==> src/rtl/mem_hazard_pkg.sv <==
// Shared types and defaults for the memory-hazard unit.
// Entry layout, ld/st opcode defaults and the occupancy-count width.
package mem_hazard_pkg;

  localparam int RD_MAX = 8;

  localparam logic [4:0] LD_OP_DEF = 5'b10001;
  localparam logic [4:0] ST_OP_DEF = 5'b10000;

  // rd is stored at RD_MAX bits; narrower specifiers are zero-extended
  typedef struct packed {
    logic              valid;
    logic              is_ld;
    logic              is_st;
    logic [RD_MAX-1:0] rd;
  } entry_t;

  function automatic int cnt_w(input int depth);
    return $clog2(depth + 1);
  endfunction

endpackage

==> src/rtl/mem_op_decode.sv <==
// Opcode classifier for loads and stores.
// Pure combinational match against the configured opcodes.
module mem_op_decode
  import mem_hazard_pkg::*;
#(
  parameter int             OPW   = 5,
  parameter logic [OPW-1:0] LD_OP = LD_OP_DEF,
  parameter logic [OPW-1:0] ST_OP = ST_OP_DEF
) (
  input  logic [OPW-1:0] opcode,
  output logic           is_ld,
  output logic           is_st
);

  assign is_ld = (opcode == LD_OP);
  assign is_st = (opcode == ST_OP);

endmodule

==> src/rtl/mem_hazard_unit.sv <==
// Tracks in-flight loads/stores after ID, detects load-use
// hazards and drives the IF/ID stall/bubble handshake.
module mem_hazard_unit
  import mem_hazard_pkg::*;
#(
  parameter int              OPW     = 5,
  parameter int              REGW    = 3,
  parameter int              DEPTH   = 4,
  parameter int              LU_DIST = 1,
  parameter logic [OPW-1:0]  ST_OP   = ST_OP_DEF,
  parameter logic [OPW-1:0]  LD_OP   = LD_OP_DEF,
  parameter int              CNTW    = 16
) (
  input  logic                      clk,
  input  logic                      rst_n,
  input  logic                      in_valid,
  input  logic [OPW-1:0]            in_opcode,
  input  logic [REGW-1:0]           in_rd,
  input  logic [REGW-1:0]           in_rs,
  input  logic [REGW-1:0]           in_rt,
  input  logic                      in_uses_rs,
  input  logic                      in_uses_rt,
  input  logic                      advance,
  input  logic                      flush,
  output logic                      in_ready,
  output logic                      load_use_stall,
  output logic                      mem_busy,
  output logic [cnt_w(DEPTH)-1:0]   mem_count,
  output logic [CNTW-1:0]           stall_cnt
);

  localparam int CW = cnt_w(DEPTH);

  entry_t            ent [DEPTH];
  logic              dec_ld;
  logic              dec_st;
  logic [DEPTH-1:0]  hit;
  logic [DEPTH-1:0]  memv;
  logic [CW-1:0]     acc [DEPTH+1];
  logic [RD_MAX-1:0] rd_x;
  logic [RD_MAX-1:0] rs_x;
  logic [RD_MAX-1:0] rt_x;

  assign rd_x = RD_MAX'(in_rd);
  assign rs_x = RD_MAX'(in_rs);
  assign rt_x = RD_MAX'(in_rt);

  mem_op_decode #(
    .OPW   (OPW),
    .LD_OP (LD_OP),
    .ST_OP (ST_OP)
  ) u_dec (
    .opcode (in_opcode),
    .is_ld  (dec_ld),
    .is_st  (dec_st)
  );

  assign acc[0] = '0;

  for (genvar i = 0; i < DEPTH; i++) begin : g_ent
    assign memv[i] = ent[i].valid
                   & (ent[i].is_ld | ent[i].is_st);
    assign acc[i+1] = acc[i] + CW'(memv[i]);
    // only the leading entries hold non-forwardable loads
    if (i < LU_DIST) begin : g_lu
      assign hit[i] = ent[i].valid & ent[i].is_ld
        & ((in_uses_rs & (ent[i].rd == rs_x))
         | (in_uses_rt & (ent[i].rd == rt_x)));
    end else begin : g_far
      assign hit[i] = 1'b0;
    end
  end

  assign load_use_stall = in_valid & (|hit);
  assign in_ready  = advance & ~load_use_stall & ~flush;
  assign mem_busy  = (in_valid & (dec_ld | dec_st)) | (|memv);
  assign mem_count = acc[DEPTH];

  always_ff @(posedge clk) begin
    if (!rst_n) begin
      for (int i = 0; i < DEPTH; i++) ent[i] <= '0;
      stall_cnt <= '0;
    end else if (flush) begin
      for (int i = 0; i < DEPTH; i++) ent[i].valid <= 1'b0;
    end else if (advance) begin
      for (int i = 1; i < DEPTH; i++) ent[i] <= ent[i-1];
      ent[0] <= in_ready
        ? entry_t'{in_valid, dec_ld, dec_st, rd_x}
        : entry_t'('0);
      if (load_use_stall && !(&stall_cnt))
        stall_cnt <= stall_cnt + CNTW'(1);
    end
  end

endmodule

==> config.mk <==
export PLATFORM = sky130hd
export DESIGN_NAME = mem_hazard_unit
export DESIGN_NICKNAME = d
export VERILOG_FILES = /design/src/rtl/mem_hazard_pkg.sv /design/src/rtl/mem_op_decode.sv /design/src/rtl/mem_hazard_unit.sv
export SDC_FILE = /design/constraint.sdc
export NUM_CORES = 1
export LEC_CHECK = 0
export BUFFER_PORTS_ARGS = -buffer_cell sky130_fd_sc_hd__buf_2
export CAP_MARGIN = 20
export CORE_MARGIN = 1.5
export CORE_UTILIZATION = 44
export DETAILED_ROUTE_END_ITERATION = 6
export GPL_TIMING_DRIVEN = 0
export PLACE_DENSITY_LB_ADDON = 0.12
export SYNTH_ARGS = -nofsm -noshare
export SYNTH_HDL_FRONTEND = slang
export SYNTH_SLANG_ARGS = --single-unit
==> constraint.sdc <==
create_clock -name clk -period 2.05 [get_ports clk]
set_clock_uncertainty 0.15 [all_clocks]
set_input_delay 0.205 -clock clk [delete_from_list [all_inputs] [get_ports clk]]
set_output_delay 0.205 -clock clk [all_outputs]
set_load 0.01 [all_outputs]
==> results.txt, run 1 <==
part of the power in registers: 52.0%
final setup violation count: 6
Unique masters post-synth: 39
share of cells above drive strength 1: 47.0%
FF-to-FF Start: ent[0][2]$_DFFE_PP_
I/O Buffers: 41
first-pass GRT wire length: 6670 microns
WP data required: 1.69 ns
Hold Fails Final Rpt: 0
gr ovfl total: 0
DR WL/cell: 15.8 microns
Sw Ratio: 24.2%
combinational power share: 8.0%
crit path to: mem_count[1]
critical path data arrival time: 1.90 ns
Slew Limit Fails: 0
post-route antenna net violation count: 0
largest net degree at the start of global routing: 11
core area: 3630 sq um
Antenna Cells: 0
die area: 4110 sq um
io pins: 43
Via Count: 1534
Post-Synthesis Cells: 166
die height: 64.1 microns
min-delay worst type: in2reg
syn_area_per_cell: 9.90 sq um
top_reg_cell synth: dfxtp_1
Worst Setup Path Type: reg2out
post-synth net total: 192
Worst Hold Path Cells: 2
NetSw: 0.311 mW
Yosys top cell area share: 25.6%
register area share after synthesis: 46.3%
failing checks: setup timing
DRC violations left: 0
Worst Setup End Kind: primary output
placer congestion estimate: 0.824
Max VDD drop: 0.384 mV
DR iter-0 viols: 119
Cell Pwr Density: 538 nW/um^2
Initial DRT Pass Iterations: 4
Skew-Pair Late Insertion Delay: 0.29 ns
Yosys reg bits: 31
max cap viols: 0
worst reg2reg path endpoint: stall_cnt[13]$_SDFFE_PN0P_
GRT Total Usage: 21.4%
slack of the critical path: -0.200 ns
leakage power: 1.00 nW
CP Launch Type: flip-flop
synth cell count leaders: 17 x dfxtp_1, 14 x edfxtp_1, 13 x and3_1
largest cells by area after synthesis: edfxtp_1 26%, dfxtp_1 21%, and3_1 5.0%
post-layout minimum cycle time: 2.25 ns
CTS tree: yes
worst setup path startpoint: ent[0][9]$_DFFE_PP_
Slew @ Worst Pin: 0.609 ns
Worst slew margin: 59.4%
Worst Reg-to-Reg Cells: 7
Mapped Area: 1640 sq um
Clock Tree Buf Depth: 2
Die W: 64.1 microns
YS warnings: 0
placed inst area: 1910 sq um
Yosys top cell by area: edfxtp_1
Max Clock Freq: 444 MHz
number of global-route vias before repair: 1483
status: finished, violations left
fin nets: 257
Core Rows: 22
Starting Density: 45.2%
Clock transition at path regs: 0.07 ns
total CTS buffers: 5
antenna violations before repair: 0
clk root buf: clkbuf_8
final WL: 4410 microns
Area Overhead vs Synth: 45.3%
# clock sinks: 31
Filler Cell Count: 306
Clk pwr share: 40.0%
H-tree levels: 2
R2R Setup Slk: -0.06 ns
RSZ-0062 raised after global routing: yes
CP max FO: 3
most frequent cell after synthesis: dfxtp_1
Fin Setup TNS: -0.514 ns
Tcrit/Tclk final: 110%
ys async rst share: 0%
number of synthesized flops with an enable pin: 14
final instance area: 2390 sq um
internal power: 0.974 mW
vias per inst: 5.48
dpl hpwl: 2800 microns
==> logic make-up (layout without fill, tap and decap cells) <==
group	Yosys count	count (layout)	share of synthesized area (%)
adder cells (fa/ha/maj)	5	5	4.27
buffers and inverters	14	80	4.80
XOR/XNOR	7	7	3.73
AND/OR/NAND/NOR	76	76	27.7
AO/OA/AOI/OAI	29	29	10.7
multiplexers	4	4	2.44
flip-flops	31	31	46.3
==> final cells by class <==
class	instances	area [sq um]	area share [%]
multi-input cells	121	970	40.6
flip-flops and latches	31	791	33.1
repair buffers	58	392	16.4
clock buffers	7	86.3	3.62
well taps	48	60.1	2.52
plain buffers	7	58.8	2.46
inverters	7	26.3	1.10
clock inverters	1	3.75	0.157
==> layer usage <==
metal	vias to the layer above	track usage [%]	wire [microns]
li1	746	-	-
met1	741	25.8	1880
met2	40	35.4	2270
met3	7	5.99	181
met4	0	9.84	80
met5	-	0	0
==> cells in the final DEF, fill, tap and decap left out, types with 2 or more instances in the layout <==
cell type and instances:
o21a_1 2, nand3_1 3, buf_4 12, and3_1 13
inv_1 6, nor2_1 7, nand2b_1 3, buf_2 39
clkbuf_8 6, o31ai_1 2, dfxtp_1 3, xnor2_1 6
or4_4 4, and4_4 2, or3_4 2, and2_1 4
buf_12 2, edfxtp_1 14, o21ai_2 5, clkbuf_1 4
nor4_1 5, buf_6 7, ha_4 3, dfxtp_4 5
nand2_1 11, o21ai_1 4, or3_1 6, mux2i_1 4
a21oi_2 5, nand4_1 7, a21oi_1 4, dfxtp_2 9
o21bai_1 2
==> worst min path at each step <==
stage,from,to
final,in_rd[0],ent[0][0]$_DFFE_PP_
after global routing,in_rd[0],ent[0][0]$_DFFE_PP_
after CTS,in_rd[0],ent[0][0]$_DFFE_PP_
after detailed placement,flush,ent[2][10]$_SDFFE_PP0P_
after global placement,flush,ent[2][10]$_SDFFE_PP0P_
after floorplan,flush,ent[2][10]$_SDFFE_PP0P_
==> flip-flops by register name, indices dropped and copies added (netlist names) <==
register	flops
ent	15
stall_cnt	16
==> critical path, stage by stage (launching register included) <==
cell,delay (ns)
edfxtp_1,0.42
o21ai_2,0.22
fa_1,0.46
inv_2,0.08
ha_4,0.13
ha_4,0.19
buf_6,0.11
==> timing repair <==
item	CTS	global route
gates cloned	0	1
setup buffers	5	10
hold endpoints to repair	1	0
resized for setup	31	32
hold buffers	1	0
endpoints found under the setup margin	24	14
pin swaps	12	22
==> power groups by stage <==
stage | registers [mW] | logic [mW] | clock network [mW]
2_1_floorplan | 0.682 | 0.0483 | 0
3_3_place_gp | 0.685 | 0.0820 | 0
3_5_place_dp | 0.686 | 0.0868 | 0
4_1_cts | 0.675 | 0.102 | 0.511
5_1_grt | 0.670 | 0.112 | 0.549
6_report | 0.668 | 0.103 | 0.514
==> stage by stage <==
stage / hold WS, ns / std cells / power (mW) / utilization [%] / worst slack, ns
final: 0.0353 / 280 / 1.28 / 65.7 / -0.200
after detailed placement: 0.280 / 255 / 0.773 / 52.5 / -0.162
after CTS: 0.0367 / 269 / 1.29 / 60.0 / -0.196
after global routing: 0.0401 / 280 / 1.33 / 65.7 / -0.273
after floorplan: 0.134 / 166 / 0.731 / - / 0.00705
after global placement: 0.266 / 255 / 0.767 / 52.5 / -0.118
Note: power is estimated with default switching activity, not from simulation.
==> run 2, diff against run 1 <==
- RECOVER_POWER: default -> 50
==> results.txt, run 2 (synthesis gave the netlist of run 1 again) <==
Worst path top cell family by delay: adder cells
Max VDD drop: 0.385 mV (about the same)
CTS tree: yes
die area: 4110 sq um (unchanged)
Largest regs: stall_cnt (16), ent (15)
Starting Density: 45.2% (unchanged)
CP max-delay cell: fa_1
Sw Ratio: 24.3% (+0.11 points)
CP dominant cell by count: ha_4
slack of the critical path: -0.199 ns (+0.00125 ns)
dpl hpwl: 2800 microns (unchanged)
Worst slew margin: 59.8% (+0.41 points)
DR WL/cell: 15.8 microns (+0.20%)
part of the power in registers: 52.0% (about the same)
Clk pwr share: 40.0% (about the same)
largest net degree at the start of global routing: 11 (unchanged)
core area: 3630 sq um (unchanged)
number of global-route vias before repair: 1483 (unchanged)
Tcrit/Tclk final: 110% (about the same)
die height: 64.1 microns (unchanged)
DRC violations left: 0 (unchanged)
Area Overhead vs Synth: 43.6%
fin nets: 257 (unchanged)
max cap viols: 0 (unchanged)
CP max FO: 2 (-1)
Slew Limit Fails: 0 (unchanged)
commonest non-fill, non-tap cell in the layout: buf_2
leakage power: 0.976 nW (-2.9%)
Fin Hold WS: 0.0354 ns (+0.000144 ns)
I/O Buffers: 41 (unchanged)
R2R Setup Slk: -0.12 ns (-0.06 ns)
post-route antenna net violation count: 0 (unchanged)
Clock Tree Buf Depth: 2 (unchanged)
io pins: 43 (unchanged)
vias per inst: 5.41 (-1.3%)
Worst Setup Path Type: reg2out
placer congestion estimate: 0.824 (unchanged)
total CTS buffers: 5 (unchanged)
slowest stage delay, CP: 0.46 ns (about the same)
critical path data arrival time: 1.89 ns (about the same)
crit path buf inv count: 2 (unchanged)
internal power: 0.977 mW (+0.36%)
NetSw: 0.314 mW (+0.94%)
combinational power share: 7.9% (about the same)
Die W: 64.1 microns (unchanged)
share of cells above drive strength 1: 40.1% (-6.9 points)
H-tree levels: 2 (unchanged)
Filler Cell Count: 317 (+3.6%)
status: finished, violations left
DP Worst Slack: -0.162 ns (unchanged)
clk root buf: clkbuf_8
Core Rows: 22 (unchanged)
CP Launch Type: flip-flop
DR iter-0 viols: 123 (+3.4%)
WP data required: 1.69 ns (about the same)
gr ovfl total: 0 (unchanged)
# clock sinks: 31 (unchanged)
Hold Fails Final Rpt: 0 (unchanged)
Cell Pwr Density: 547 nW/um^2 (+1.7%)
final WL: 4420 microns (+0.20%)
first-pass GRT wire length: 6670 microns (unchanged)
GRT Total Usage: 21.4% (unchanged)
failing checks: setup timing
CP Cell Sequence: o21ai_2 -> fa_1 -> inv_2 -> ha_4 -> ha_4 -> buf_6
Initial DRT Pass Iterations: 4 (unchanged)
most frequent cells in the layout: 33 x buf_2, 14 x edfxtp_1, 13 x and3_1, 13 x dfxtp_1, 12 x buf_4
RSZ-0062 raised after global routing: yes
Max Clock Freq: 445 MHz (about the same)
max FFs per register: 16 (unchanged)
post-layout minimum cycle time: 2.25 ns (-0.00125 ns)
final setup violation count: 12 (+6)
Worst Setup End Kind: primary output
antenna violations before repair: 0 (unchanged)
Clock transition at path regs: 0.07 ns (about the same)
Via Count: 1514 (-1.3%)
Antenna Cells: 0 (unchanged)
min-delay worst type: in2reg
Slew @ Worst Pin: 0.603 ns (-0.00608 ns)
largest reg by FF count: stall_cnt
Skew-Pair Late Insertion Delay: 0.29 ns (about the same)
-- run 2: cell count changes in the layout (fill, tap and decap cells not counted), sizes merged --
cell / previous run / this run
clkbuf: 11 / 17
buf: 60 / 54
-- run 2: per-layer routing --
metal  up-vias  GRT usage [%]  share of wire [%]
met1       719           25.8                 43
met4         0           9.84                1.8
met5         -              0                  0
li1        748              -                  -
met3         7           5.99                4.3
met2        40           35.4                 51
-- run 2: timing repair --
action / 4_1_cts / 5_1_grt
endpoints found under the hold margin: 1 / 0
cloned: 0 / 1
setup buffers: 5 / 10
hold buffers: 1 / 0
endpoints found under the setup margin: 24 / 14
pin swaps: 12 / 22
gates resized for setup: 31 / 32
-- run 2: worst reg2reg max path: cells and delay by family (launching register included) --
kind                   cells  cell delay [ns]
and+or+nand+nor            2             0.72
DFF                        1             0.48
buffers and inverters      3             0.42
AOI/OAI and AO/OA          3             0.32
-- run 2: cell type report --
type / count / area, sq um / area share [%]
buffer: 7 / 58.8 / 2.49
clock buffer: 7 / 86.3 / 3.66
clock inverter: 1 / 3.75 / 0.159
inverter: 7 / 26.3 / 1.11
multi-input combinational: 121 / 970 / 41.1
sequential: 31 / 771 / 32.7
tap: 48 / 60.1 / 2.55
timing repair buffer: 58 / 384 / 16.3
-- run 2: worst paths after layout --
check	start	end	cells past startpoint
setup reg to reg	stall_cnt[12]$_SDFFE_PN0P_	stall_cnt[5]$_SDFFE_PN0P_	8
hold reg to reg	stall_cnt[6]$_SDFFE_PN0P_	stall_cnt[6]$_SDFFE_PN0P_	2
hold / removal	in_rd[0]	ent[0][0]$_DFFE_PP_	2
setup / recovery	ent[1][8]$_DFFE_PP_	mem_count[1]	6
-- run 2: stage by stage --
| step | std cells | power [mW] | instance area, sq um | utilization, % | TNS, ns |
|---|---|---|---|---|---|
| final | 280 | 1.29 | 2360 | 64.9 | -1.05 |
| after floorplan | 166 | 0.731 | 1640 | - | 0 |
| after detailed placement | 255 | 0.773 | 1910 | 52.5 | -1.24 |
| after CTS | 269 | 1.29 | 2180 | 60.0 | -0.370 |
| after global placement | 255 | 0.767 | 1910 | 52.5 | -0.370 |
| after global routing | 280 | 1.33 | 2360 | 64.9 | -2.31 |
-- run 2: power groups by stage --
| stage | sequential [mW] | combinational [mW] | clock (mW) |
|---|---|---|---|
| finish | 0.672 | 0.103 | 0.517 |
| global route | 0.674 | 0.112 | 0.549 |
| CTS | 0.675 | 0.102 | 0.511 |
| detailed placement | 0.686 | 0.0868 | 0 |
| global placement | 0.685 | 0.0820 | 0 |
| floorplan | 0.682 | 0.0483 | 0 |
==> run 3, diff against run 2 <==
- BUFFER_PORTS_ARGS: -buffer_cell sky130_fd_sc_hd__buf_2 -> default
- DONT_BUFFER_PORTS: default -> 1
- RECOVER_POWER: 50 -> default
==> results.txt, run 3 (synthesis gave the netlist of run 1 again) <==
status: finished, violations left
failing checks: setup timing
leakage power: 0.777 nW (-20%)
DR iter-0 viols: 23 (-81%)
min-delay worst type: in2reg
post-layout minimum cycle time: 2.14 ns (-0.110 ns)
Final Power: 1.28 mW (-0.76%)
Hold Fails Final Rpt: 0 (unchanged)
share of cells above drive strength 1: 30.7% (-9.4 points)
CP dominant cell by count: ha_4
I/O Buffers: 0 (-100%)
Via Count: 1358 (-10%)
Layout Utilization: 58.9% (-6.1 points)
number of global-route vias before repair: 1289 (-13%)
# clock sinks: 31 (unchanged)
commonest non-fill, non-tap cell in the layout: edfxtp_1
clk root buf: clkbuf_8
H-tree levels: 2 (unchanged)
RSZ-0062 raised after global routing: yes
Worst path top cell family by delay: adder cells
vias per inst: 5.73 (+6.0%)
CP max-delay cell: fa_1
Area Overhead vs Synth: 30.2%
final instance area: 2140 sq um (-9.3%)
dpl cells: 214 (-16%)
Max VDD drop: 0.364 mV (-5.4%)
placer congestion estimate: 0.796 (-3.4%)
fin nets: 214 (-17%)
CTS tree: yes
total CTS buffers: 5 (unchanged)
DRC violations left: 0 (unchanged)
largest reg by FF count: stall_cnt
Starting Density: 45.2% (unchanged)
Slew Limit Fails: 0 (unchanged)
Fin Setup TNS: -0.0895 ns (+0.962 ns)
placed inst area: 1700 sq um (-11%)
dpl hpwl: 2610 microns (-6.8%)
max FFs per register: 16 (unchanged)
critical path data arrival time: 1.78 ns (-0.11 ns)
Tcrit/Tclk final: 104% (-5.4 points)
max cap viols: 0 (unchanged)
most frequent cells in the layout: 14 x edfxtp_1, 13 x and3_1, 11 x nand2_1
Initial DRT Pass Iterations: 4 (unchanged)
Largest regs: stall_cnt (16), ent (15)
final WL: 3860 microns (-13%)
Clock Tree Buf Depth: 2 (unchanged)
Antenna Cells: 0 (unchanged)
CP Cell Sequence: o21ai_2 -> fa_1 -> inv_2 -> ha_4 -> ha_4
final setup violation count: 2 (-10)
Cell Pwr Density: 599 nW/um^2 (+9.4%)
first-pass GRT wire length: 6180 microns (-7.2%)
Worst Setup End Kind: primary output
GRT Total Usage: 20.0% (-1.4 points)
CP max FO: 2 (unchanged)
Max Clock Freq: 468 MHz (+5.2%)
post-route antenna net violation count: 0 (unchanged)
die height: 64.1 microns (unchanged)
antenna violations before repair: 0 (unchanged)
DR WL/cell: 16.3 microns (+3.1%)
CP Launch Type: flip-flop
DP Worst Slack: -0.220 ns (-0.0579 ns)
slowest stage delay, CP: 0.56 ns (+0.10 ns)
Core Rows: 22 (unchanged)
Skew-Pair Late Insertion Delay: 0.28 ns (about the same)
largest net degree at the start of global routing: 11 (unchanged)
Post-Layout Cell Count: 237 (-15%)
Worst slew margin: 61.4% (+1.5 points)
Fin Hold WS: 0.0228 ns (-0.0126 ns)
io pins: 43 (unchanged)
Clock transition at path regs: 0.06 ns (about the same)
Slew @ Worst Pin: 0.578 ns (-0.0241 ns)
gr ovfl total: 0 (unchanged)
core area: 3630 sq um (unchanged)
WP data required: 1.69 ns (about the same)
Die W: 64.1 microns (unchanged)
die area: 4110 sq um (unchanged)
Worst Setup Path Type: reg2out
slack of the critical path: -0.0889 ns (+0.110 ns)
crit path buf inv count: 1 (-1)
-- run 3: cell count changes in the layout (fill, tap and decap cells not counted), sizes merged --
cell and delta:
buf -43, dlygate4sd3 +5, clkinv -1, o21ai +1
clkbuf -5
-- run 3: timing repair --
item                                   4_1_cts  5_1_grt
resized for setup                           31       28
setup endpoints to repair                   27       15
endpoints found under the hold margin        6        0
pin swaps                                   12       17
hold buffers                                 6        0
buffers inserted                             4        4
gates cloned                                 0        2
-- run 3: area by class of cell --
class                   count  area, sq um
flip-flops and latches     31          802
clock buffers               8          100
plain buffers               6         53.8
multi-input cells         122          941
well taps                  48         60.1
inverters                   7         26.3
repair buffers             15          156
fillers                   329         1490
-- run 3: worst paths after layout --
check / slack, ns / end / startpoint / cells after the start
worst min-delay path: 0.02 / ent[2][10]$_SDFFE_PP0P_ / advance / 2
worst max register to register: 0.02 / stall_cnt[4]$_SDFFE_PN0P_ / ent[0][0]$_DFFE_PP_ / 7
worst min register to register: 0.37 / stall_cnt[14]$_SDFFE_PN0P_ / stall_cnt[14]$_SDFFE_PN0P_ / 2
worst max-delay path: -0.09 / mem_count[1] / ent[1][10]$_SDFFCE_PN0P_ / 5
-- run 3: power breakdown --
group / internal, mW / total, mW / switching [mW]
sequential: 0.651 / 0.662 / 0.0110
clock: 0.306 / 0.534 / 0.227
combinational: 0.0385 / 0.0853 / 0.0469
total: 0.996 / 1.28 / 0.285
-- run 3: per-layer routing --
layer	vias up	share of wire [%]	GRT usage (%)
met2	38	50	32.8
met4	0	1.9	8.51
met3	8	5.7	6.51
met5	-	0	0
li1	666	-	-
met1	646	42	24.1
